[config.mk]
export PLATFORM = sky130hd
export DESIGN_NAME = qpsk_split_ctrl
export DESIGN_NICKNAME = d
export VERILOG_FILES = /design/src/rtl/qpsk_pkg.sv /design/src/rtl/qpsk_frame_cnt.sv /design/src/rtl/qpsk_split_ctrl.sv
export SDC_FILE = /design/constraint.sdc
export NUM_CORES = 1
export LEC_CHECK = 0
export ABC_AREA = 1
export CAP_MARGIN = 20
export CORE_UTILIZATION = 44
export CTS_CLUSTER_DIAMETER = 50
export DETAILED_ROUTE_END_ITERATION = 10
export GPL_TIMING_DRIVEN = 1
export PLACE_DENSITY = 0.79
export SLEW_MARGIN = 20
export SYNTH_ARGS = -nofsm -noshare
export SYNTH_HDL_FRONTEND = slang
export SYNTH_SLANG_ARGS = --single-unit
[constraint.sdc]
create_clock -name clk -period 1.59 [get_ports clk]
set_input_delay 0.3975 -clock clk [delete_from_list [all_inputs] [get_ports clk]]
set_output_delay 0.3975 -clock clk [all_outputs]
set_load 0.05 [all_outputs]
[src/rtl/qpsk_pkg.sv]
// Shared definitions for the QPSK bit-splitter controller and its frame counter.
//   state_e         : controller FSM states
//   QPSK_BITS       : default bits per input byte
//   QPSK_NIB        : nibble width (one I or Q symbol group)
//   QPSK_FRAME_LEN  : default bytes per frame
package qpsk_pkg;

    typedef enum logic [1:0] {
        StIdle,
        StLoad,
        StShift
    } state_e;

    localparam int unsigned QPSK_BITS      = 8;
    localparam int unsigned QPSK_NIB       = QPSK_BITS / 2;
    localparam int unsigned QPSK_FRAME_LEN = 16;

endpackage

[src/rtl/qpsk_frame_cnt.sv]
// Modulo-FRAME_LEN beat counter with start/end-of-frame decode.
// Shared by the transmit splitter controller and the receive-side deframer.
//   clk, rst : clock, synchronous active-high reset
//   inc      : advance the counter by one beat
//   cnt      : current position within the frame
//   sof      : position is the first beat of a frame
//   eof      : position is the last beat of a frame
module qpsk_frame_cnt
    import qpsk_pkg::*;
#(
    parameter int unsigned FRAME_LEN = QPSK_FRAME_LEN,
    parameter int unsigned CNT_W     = 4
) (
    input  logic             clk,
    input  logic             rst,
    input  logic             inc,
    output logic [CNT_W-1:0] cnt,
    output logic             sof,
    output logic             eof
);

    localparam logic [CNT_W-1:0] Last = CNT_W'(FRAME_LEN - 1);

    logic [CNT_W-1:0] cnt_q, cnt_d;

    always_comb begin
        cnt_d = cnt_q;
        if (inc) begin
            cnt_d = (cnt_q == Last) ? '0 : cnt_q + CNT_W'(1);
        end
    end

    always_ff @(posedge clk) begin
        if (rst) begin
            cnt_q <= '0;
        end else begin
            cnt_q <= cnt_d;
        end
    end

    assign cnt = cnt_q;
    assign sof = (cnt_q == '0);
    assign eof = (cnt_q == Last);

endmodule

[src/rtl/qpsk_split_ctrl.sv]
// Sequencer for the QPSK bit-splitter datapath (byte PISO, even/odd toggle, dual SIPO).
// Accepts bytes over valid/ready, pulses the datapath load, counts out the serial shift and
// captures the even (I) / odd (Q) nibbles as one output beat tagged with frame markers.
//   clk, rst              : clock, synchronous active-high reset
//   in_data/valid/ready   : byte stream from the framer/FIFO
//   ld_o                  : one-cycle datapath load / toggle-reset pulse
//   dp_data_o             : byte presented to the datapath, registered at accept
//   sh_even_i, sh_odd_i   : splitter nibbles, sampled at the capture point
//   out_i/q/valid/ready   : symbol-group beat to the I/Q mapper
//   out_sof, out_eof      : beat is first / last of its frame
//   underrun, clr_err     : sticky mid-frame source stall flag and its clear
//   busy                  : a byte is being loaded or shifted
module qpsk_split_ctrl
    import qpsk_pkg::*;
#(
    parameter int unsigned BITS      = QPSK_BITS,
    parameter int unsigned CAP_DLY   = 8,
    parameter int unsigned FRAME_LEN = QPSK_FRAME_LEN,
    parameter int unsigned CNT_W     = 4
) (
    input  logic              clk,
    input  logic              rst,
    input  logic [BITS-1:0]   in_data,
    input  logic              in_valid,
    output logic              in_ready,
    output logic              ld_o,
    input  logic [BITS/2-1:0] sh_even_i,
    input  logic [BITS/2-1:0] sh_odd_i,
    output logic [BITS-1:0]   dp_data_o,
    output logic [BITS/2-1:0] out_i,
    output logic [BITS/2-1:0] out_q,
    output logic              out_valid,
    input  logic              out_ready,
    output logic              out_sof,
    output logic              out_eof,
    output logic              underrun,
    input  logic              clr_err,
    output logic              busy
);

    localparam logic [CNT_W-1:0] CapLast = CNT_W'(CAP_DLY - 1);

    state_e            state_q, state_d;
    logic [CNT_W-1:0]  shift_cnt_q, shift_cnt_d;
    logic [BITS-1:0]   dp_data_q;
    logic [BITS/2-1:0] out_i_q, out_q_q;
    logic              out_valid_q, out_sof_q, out_eof_q, underrun_q;

    logic              accept, capture, ur_set;
    logic [CNT_W-1:0]  frame_cnt;
    logic              frame_sof, frame_eof;

    qpsk_frame_cnt #(
        .FRAME_LEN (FRAME_LEN),
        .CNT_W     (CNT_W)
    ) u_frame_cnt (
        .clk (clk),
        .rst (rst),
        .inc (capture),
        .cnt (frame_cnt),
        .sof (frame_sof),
        .eof (frame_eof)
    );

    always_comb begin
        state_d     = state_q;
        shift_cnt_d = shift_cnt_q;
        in_ready    = 1'b0;
        accept      = 1'b0;
        capture     = 1'b0;
        ur_set      = 1'b0;
        ld_o        = 1'b0;
        unique case (state_q)
            StIdle: begin
                // Only take a byte when the output slot is empty or draining this cycle, so the
                // coming capture can never overwrite an unconsumed beat.
                in_ready = !rst && (!out_valid_q || out_ready);
                accept   = in_valid && in_ready;
                ur_set   = (frame_cnt != '0) && !in_valid;
                if (accept) begin
                    state_d = StLoad;
                end
            end
            StLoad: begin
                ld_o        = 1'b1;
                shift_cnt_d = '0;
                state_d     = StShift;
            end
            StShift: begin
                shift_cnt_d = shift_cnt_q + CNT_W'(1);
                if (shift_cnt_q == CapLast) begin
                    capture = 1'b1;
                    state_d = StIdle;
                end
            end
            default: state_d = StIdle;
        endcase
    end

    always_ff @(posedge clk) begin
        if (rst) begin
            state_q     <= StIdle;
            shift_cnt_q <= '0;
            dp_data_q   <= '0;
            out_i_q     <= '0;
            out_q_q     <= '0;
            out_valid_q <= 1'b0;
            out_sof_q   <= 1'b0;
            out_eof_q   <= 1'b0;
            underrun_q  <= 1'b0;
        end else begin
            state_q     <= state_d;
            shift_cnt_q <= shift_cnt_d;
            if (accept) begin
                dp_data_q <= in_data;
            end
            if (capture) begin
                out_i_q     <= sh_even_i;
                out_q_q     <= sh_odd_i;
                out_sof_q   <= frame_sof;
                out_eof_q   <= frame_eof;
                out_valid_q <= 1'b1;
            end else if (out_ready) begin
                out_valid_q <= 1'b0;
            end
            // Set dominates a simultaneous clear.
            underrun_q <= ur_set | (underrun_q & ~clr_err);
        end
    end

    assign dp_data_o = dp_data_q;
    assign out_i     = out_i_q;
    assign out_q     = out_q_q;
    assign out_valid = out_valid_q;
    assign out_sof   = out_sof_q;
    assign out_eof   = out_eof_q;
    assign underrun  = underrun_q;
    assign busy      = (state_q != StIdle);

endmodule
=== Yosys cells after proc, flatten, opt, wreduce, memory -nomap -nowiden ===
Index checks and enable logic that the tools add are counted.

* Output and inout port bits: 23
* Input bits: 21
* Bits in registers: 30
* Logic and storage cells: 48

* $add $sub $neg: 2
* Eq/ne operators: 6
* Bitwise operators: 3
* Muxes and demuxes: 13
* Reductions and logical operators: 14

{| class="wikitable"
|+ Operators by type and width
! operator !! number
|-
| $add A4 B1 Y4 const B || 2
|-
| $mux W1 || 8
|-
| $pmux W4 S2 || 1
|-
| $pmux W2 S3 || 1
|-
| $reduce_bool A2 Y1 || 3
|-
| $eq A4 B3 Y1 const B || 1
|-
| $eq A4 B4 Y1 const B || 1
|-
| $logic_not A4 Y1 || 1
|-
| $mux W2 || 2
|-
| $mux W4 || 1
|-
| $ne A2 B2 Y1 const B || 2
|-
| $reduce_bool A4 Y1 || 1
|-
| $logic_and A1 B1 Y1 || 3
|-
| $logic_not A1 Y1 || 3
|-
| $eq A2 B1 Y1 const B || 1
|-
| $eq A2 B2 Y1 const B || 1
|-
| $logic_not A2 Y1 || 1
|-
| $reduce_and A2 Y1 || 1
|-
| $and A1 B1 Y1 || 1
|-
| $logic_or A1 B1 Y1 || 1
|-
| $not A1 Y1 || 1
|-
| $or A1 B1 Y1 || 1
|}

=== Longest topological paths before layout ===
* Word-level depth: 6
* Depth in mapped cells: 8
* Depth with buffers taken out: 8

=== By module ===
From an unflattened synthesis, not the netlist that was laid out.

* Cell total of the unflattened synthesis: 170
* Area, all modules: 1275.0 um^2

{| class="wikitable"
|+ Modules (own cells, without submodules)
! module !! times used !! area an instance (um^2) !! seq. area each (um^2) !! cells each
|-
| qpsk_split_ctrl || 1 || 1058.5 || 520.5 || 138
|-
| qpsk_frame_cnt || 1 || 216.5 || 80.1 || 32
|}

=== Least setup slack after synthesis ===
OpenSTA, ideal clock, no wires.

* Path type: flip-flop to output port
* From: register state_q[0]
* To: output in_ready
* Cell stages (with the launch flop): 5
* Data arrival time: 1.518 ns
* Path buffers: 0
* Required time: 1.192 ns
* Setup slack: -0.326 ns
* Cells stage by stage: dfxtp_1 inv_1 ha_1 inv_1 nor2_1

* Word-level cells in the longest chain between the ends: 2

{| class="wikitable"
|+ Ends and longest elaborated chain
! item !! line !! text
|-
| start: declaration || qpsk_split_ctrl.sv:43 || <nowiki>state_e state_q, state_d;</nowiki>
|-
| start signal: assignment || qpsk_split_ctrl.sv:102 || <nowiki>state_q <= StIdle;</nowiki>
|-
| start signal: assignment || qpsk_split_ctrl.sv:112 || <nowiki>state_q <= state_d;</nowiki>
|-
| $logic_not A2 Y1 || qpsk_split_ctrl.sv:73 || <nowiki>unique case (state_q)</nowiki>
|-
| $mux W1 || qpsk_split_ctrl.sv:73 ||
|-
| end: declaration || qpsk_split_ctrl.sv:25 || <nowiki>output logic in_ready,</nowiki>
|}

No other way between the ends.

=== Final worst setup path ===
Same ends and word-level chain as after synthesis.

==> flow_summary.html <==
<table>
<tr><th>Metric</th><th>Value</th></tr>
<tr><th colspan="2">Critical path</th></tr>
<tr><td>Worst R2R Start</td><td>state_q[1]$_SDFFE_PP0P_</td></tr>
<tr><td>Worst stage delay on the critical path</td><td>0.34 ns</td></tr>
<tr><td>Register-to-register setup slack</td><td>0.17 ns</td></tr>
<tr><td>Setup CP Type</td><td>reg -&gt; out</td></tr>
<tr><td>Setup crit start</td><td>state_q[0]$_SDFFE_PP0P_</td></tr>
<tr><td>Terminus of the critical flop-to-flop path</td><td>u_frame_cnt.cnt[3]$_SDFFE_PP0P_</td></tr>
<tr><td>Cell depth of the worst setup path</td><td>5</td></tr>
<tr><td>Category of the worst setup path launch point</td><td>flop</td></tr>
<tr><td>Count of cells along the worst register-to-register path</td><td>7</td></tr>
<tr><td>Critical path arrival</td><td>1.22 ns</td></tr>
<tr><td>Worst-path cell with the longest stage delay</td><td>dfxtp_2</td></tr>
<tr><td>Category of the worst setup path capture point</td><td>output pin</td></tr>
<tr><td>Endpoint required time on the critical path</td><td>1.19 ns</td></tr>
<tr><td>Cell family with most CP delay</td><td>flip-flops</td></tr>
<tr><td>Chain of cells forming the critical path</td><td>inv_2 &gt; ha_4 &gt; inv_4 &gt; nor2_4 &gt; buf_12</td></tr>
<tr><td>Crit path buffers/inverters</td><td>3</td></tr>
<tr><td>Worst setup path endpoint</td><td>in_ready</td></tr>
<tr><td>Largest fanout on the critical path</td><td>3</td></tr>
<tr><th colspan="2">STA</th></tr>
<tr><td>Final WS setup</td><td>-0.0244 ns</td></tr>
<tr><td>Worst Skew</td><td>between 0.005 and 0.006 ns</td></tr>
<tr><td>Final hold violations</td><td>0</td></tr>
<tr><td>Final slew viol count</td><td>0</td></tr>
<tr><td>RSZ-0062 raised after global routing</td><td>yes</td></tr>
<tr><td>Transition time at the pin with the least slew margin</td><td>0.399 ns</td></tr>
<tr><td>Setup TNS</td><td>-0.0244 ns</td></tr>
<tr><td>Period Utilization, post-route</td><td>1.02</td></tr>
<tr><td>Minimum clock period</td><td>1.61 ns</td></tr>
<tr><td>Worst slew margin relative to its limit</td><td>0.731</td></tr>
<tr><td>Achievable clock frequency</td><td>0.619 GHz</td></tr>
<tr><td>Number of failing setup endpoints in the final timing report</td><td>1</td></tr>
<tr><th colspan="2">Clocking</th></tr>
<tr><td>Number of buffers on the longest clock path</td><td>2</td></tr>
<tr><td>Number of sinks driven by the clock tree</td><td>30</td></tr>
<tr><td>TritonCTS buffer count</td><td>5</td></tr>
<tr><td>Clock root buffer</td><td>clkbuf_4</td></tr>
<tr><td>Number of H-tree levels</td><td>2</td></tr>
<tr><td>Worst-path clk slew</td><td>0.10 ns</td></tr>
<tr><td>Later-pin clock latency in the skew report</td><td>0.35 ns</td></tr>
<tr><td>CTS tree</td><td>yes</td></tr>
<tr><th colspan="2">Pwr</th></tr>
<tr><td>Net Sw Frac</td><td>0.293</td></tr>
<tr><td>Share of total power in sequential cells</td><td>0.481</td></tr>
<tr><td>Cell internal pwr</td><td>approximately 1.2 mW</td></tr>
<tr><td>Lkg Pwr</td><td>0.855 nW</td></tr>
<tr><td>Peak supply drop</td><td>between 700 and 800 µV</td></tr>
<tr><td>Part of the total power dissipated in the clock network</td><td>0.301</td></tr>
<tr><td>Switching component of the power</td><td>0.487 mW</td></tr>
<tr><td>Power per cell area</td><td>784 nW/µm²</td></tr>
<tr><td>Combinational fraction of design power</td><td>0.217</td></tr>
<tr><td>Final Power</td><td>around 1.7 mW</td></tr>
<tr><th colspan="2">Yosys</th></tr>
<tr><td>Syn Area/Cell</td><td>a little under 8 µm²</td></tr>
<tr><td>Top area cells in the synthesized netlist</td><td>dfxtp_1, nand2_1, nor2_1</td></tr>
<tr><td>Cell area after synthesis</td><td>1260 µm²</td></tr>
<tr><td>Post-synth top area share</td><td>0.477</td></tr>
<tr><td>Number of distinct standard cells referenced by the synthesized netlist</td><td>23</td></tr>
<tr><td>Sequential fraction of the synthesis area</td><td>0.477</td></tr>
<tr><td>Register bit count reported by yosys</td><td>30</td></tr>
<tr><td>Net count after synthesis</td><td>about 190</td></tr>
<tr><td>Cell type contributing the most total cell area after synthesis</td><td>dfxtp_1</td></tr>
<tr><td>Instance count of the mapped netlist</td><td>161</td></tr>
<tr><td>Count of yosys warnings during synthesis</td><td>0</td></tr>
<tr><th colspan="2">Placement</th></tr>
<tr><td>Cell total after placement</td><td>237</td></tr>
<tr><td>Count of port buffers added during placement</td><td>43</td></tr>
<tr><td>Placed wire-length estimate</td><td>around 2400 µm</td></tr>
<tr><td>GPL Wtd Cong</td><td>~0.74</td></tr>
<tr><td>Worst slack after detailed placement</td><td>-0.168 ns</td></tr>
<tr><th colspan="2">Floorplanning</th></tr>
<tr><td>Total core area</td><td>around 2700 µm²</td></tr>
<tr><td>Starting density of the core</td><td>0.461</td></tr>
<tr><td>Number of standard-cell rows in the floorplan</td><td>19</td></tr>
<tr><td>Vertical die dimension</td><td>55.5 µm</td></tr>
<tr><td>DIE WIDTH</td><td>55.5 µm</td></tr>
<tr><td>Die ar.</td><td>3080 µm²</td></tr>
<tr><td>Ports placed on the boundary</td><td>44</td></tr>
<tr><th colspan="2">Hold path</th></tr>
<tr><td>Hold_sp</td><td>shift_cnt_q[1]$_SDFFE_PP0P_</td></tr>
<tr><td>Min-delay worst type</td><td>reg -&gt; reg</td></tr>
<tr><th colspan="2">Drt</th></tr>
<tr><td>Vias per cell</td><td>4.97</td></tr>
<tr><td>DR iter-0 viols</td><td>53</td></tr>
<tr><td>Routed length per placed instance</td><td>13.3 µm</td></tr>
<tr><td>Detailed-route DRC error count</td><td>0</td></tr>
<tr><td>Vias</td><td>1,247</td></tr>
<tr><td>Antenna Violating Nets Remaining</td><td>0</td></tr>
<tr><td>Pre-antenna DRT Iters</td><td>4</td></tr>
<tr><td>Final wirelength</td><td>3330 µm</td></tr>
<tr><th colspan="2">Layout</th></tr>
<tr><td>Number of cells in the finished layout apart from fillers</td><td>251</td></tr>
<tr><td>Area growth syn-to-layout</td><td>67.9%</td></tr>
<tr><td>Number of nets in the final layout</td><td>246</td></tr>
<tr><td>Proportion of layout cells with a drive suffix above 1</td><td>0.286</td></tr>
<tr><td>Diode insertion count for antenna repair</td><td>0</td></tr>
<tr><th colspan="2">Global routing</th></tr>
<tr><td>First-pass GRT wire length</td><td>5530 µm</td></tr>
<tr><td>Met2 track demand over resource in global routing</td><td>0.404</td></tr>
<tr><td>Combined global-route utilization of all metal layers</td><td>0.230</td></tr>
<tr><td>Number of global-route vias before repair</td><td>1,277</td></tr>
<tr><td>Antenna violations before repair</td><td>0</td></tr>
<tr><td>GR peak layer</td><td>met2</td></tr>
<tr><td>Total congestion overflow</td><td>0</td></tr>
<tr><td>Pin count of the biggest net entering global routing</td><td>17</td></tr>
<tr><td>Met1 track utilization from global routing</td><td>0.246</td></tr>
<tr><td>GR Util met3</td><td>0.0960</td></tr>
<tr><th colspan="2">Job</th></tr>
<tr><td>Max-cap viol count</td><td>0</td></tr>
<tr><th colspan="2">Outcome</th></tr>
<tr><td>Violated checks</td><td>setup timing</td></tr>
<tr><td>Outcome</td><td>complete, but fails checks</td></tr>
</table>
synthesized netlist by cell type, drive strengths merged:
cell / instances
buf: 2
xnor2: 1
nor2: 27
clkinv: 1
ha: 6
inv: 14
o21ai: 11
nand3: 6
a21oi: 17
dfxtp: 30
nand2: 39
nor3b: 1
xor2: 1
clkbuf: 2
a211oi: 1
nor3: 2
timing repair:
item | CTS | global route
hold buffers | 0 | 0
pin swaps | 3 | 1
hold endpoints to repair | 0 | 0
gates resized for setup | 13 | 0
setup endpoints to repair | 2 | 2
setup buffers | 5 | 1
stage by stage:
step | hold slack, ns | util | instance area [µm²]
detailed placement | 0.476 | 0.727 | 1990
floorplan | 0.450 | - | 1270
CTS | 0.501 | 0.771 | 2110
global route | 0.526 | 0.774 | 2120
finish | 0.506 | 0.774 | 2120
global placement | 0.464 | 0.727 | 1990
area by class of cell:
cell class                 count  area (µm²)
clock buffer                   7        55.1
clock inverter                 1        5.00
fill                         173         618
inverter                      15        60.1
multi-input combinational    112         606
sequential                    30         603
tap                           31        38.8
timing repair buffer          55         748
logic make-up (layout without fill, tap and decap cells):
| logic type | count (synthesis) | after routing | share of synthesized area |
|---|---|---|---|
| XOR/XNOR | 2 | 2 | 0.0139 |
| AO/OA/AOI/OAI | 29 | 29 | 0.123 |
| AND/OR/NAND/NOR | 75 | 75 | 0.262 |
| adder cells (fa/ha/maj) | 6 | 6 | 0.0596 |
| flip-flops | 30 | 30 | 0.477 |
| buffers and inverters | 19 | 78 | 0.0645 |
how the worst min path moves through the flow:
stage                                 endpoint  slack [ns]  cells after the start
2_1_floorplan          state_q[1]$_SDFFE_PP0P_        0.45                      2
3_3_place_gp           state_q[1]$_SDFFE_PP0P_        0.46                      2
3_5_place_dp           state_q[1]$_SDFFE_PP0P_        0.48                      2
4_1_cts            shift_cnt_q[1]$_SDFFE_PP0P_        0.50                      2
5_1_grt        u_frame_cnt.cnt[0]$_SDFFE_PP0P_        0.53                      2
6_report           shift_cnt_q[1]$_SDFFE_PP0P_        0.51                      2
registers in the layout (all words and copies together) (netlist names):
register and count:
dp_data_o 8, out_eof 1, out_i 4, out_q 4
out_sof 1, out_valid 1, shift_cnt_q 4, state_q 2
u_frame_cnt.cnt 4, underrun 1
layout by cell type, fill, tap and decap left out, types with 3 or more instances in the layout:
cell type / synthesis / routed
buf_4: 0 / 12
nor2_1: 25 / 24
ha_1: 6 / 4
nand2_1: 38 / 36
a21oi_1: 15 / 15
buf_12: 0 / 23
clkbuf_4: 0 / 5
dfxtp_1: 30 / 28
inv_2: 3 / 5
o21ai_0: 11 / 11
nor2_4: 2 / 3
inv_1: 11 / 8
nand3_1: 4 / 4
nand2_2: 1 / 3
clkdlybuf4s50_1: 0 / 18
worst min-delay path, stage by stage (launching register included):
cell,delay [ns]
dfxtp_1,0.32
inv_1,0.07
a211oi_1,0.07
power by group through the flow:
stage | logic [mW] | registers, mW | clock network [mW]
after floorplan | 0.104 | 0.858 | 0
after global placement | 0.327 | 0.813 | 0
after detailed placement | 0.334 | 0.814 | 0
after CTS | 0.354 | 0.797 | 0.503
after global routing | 0.381 | 0.801 | 0.536
final | 0.360 | 0.798 | 0.500
layer usage:
layer	vias to the layer above	routed length [µm]	share of wire
li1	625	-	-
met1	579	1340	0.40
met2	38	1730	0.52
met3	5	216	0.065
met4	0	39	0.012
met5	-	0	0
(Power assumes the default switching activity.)
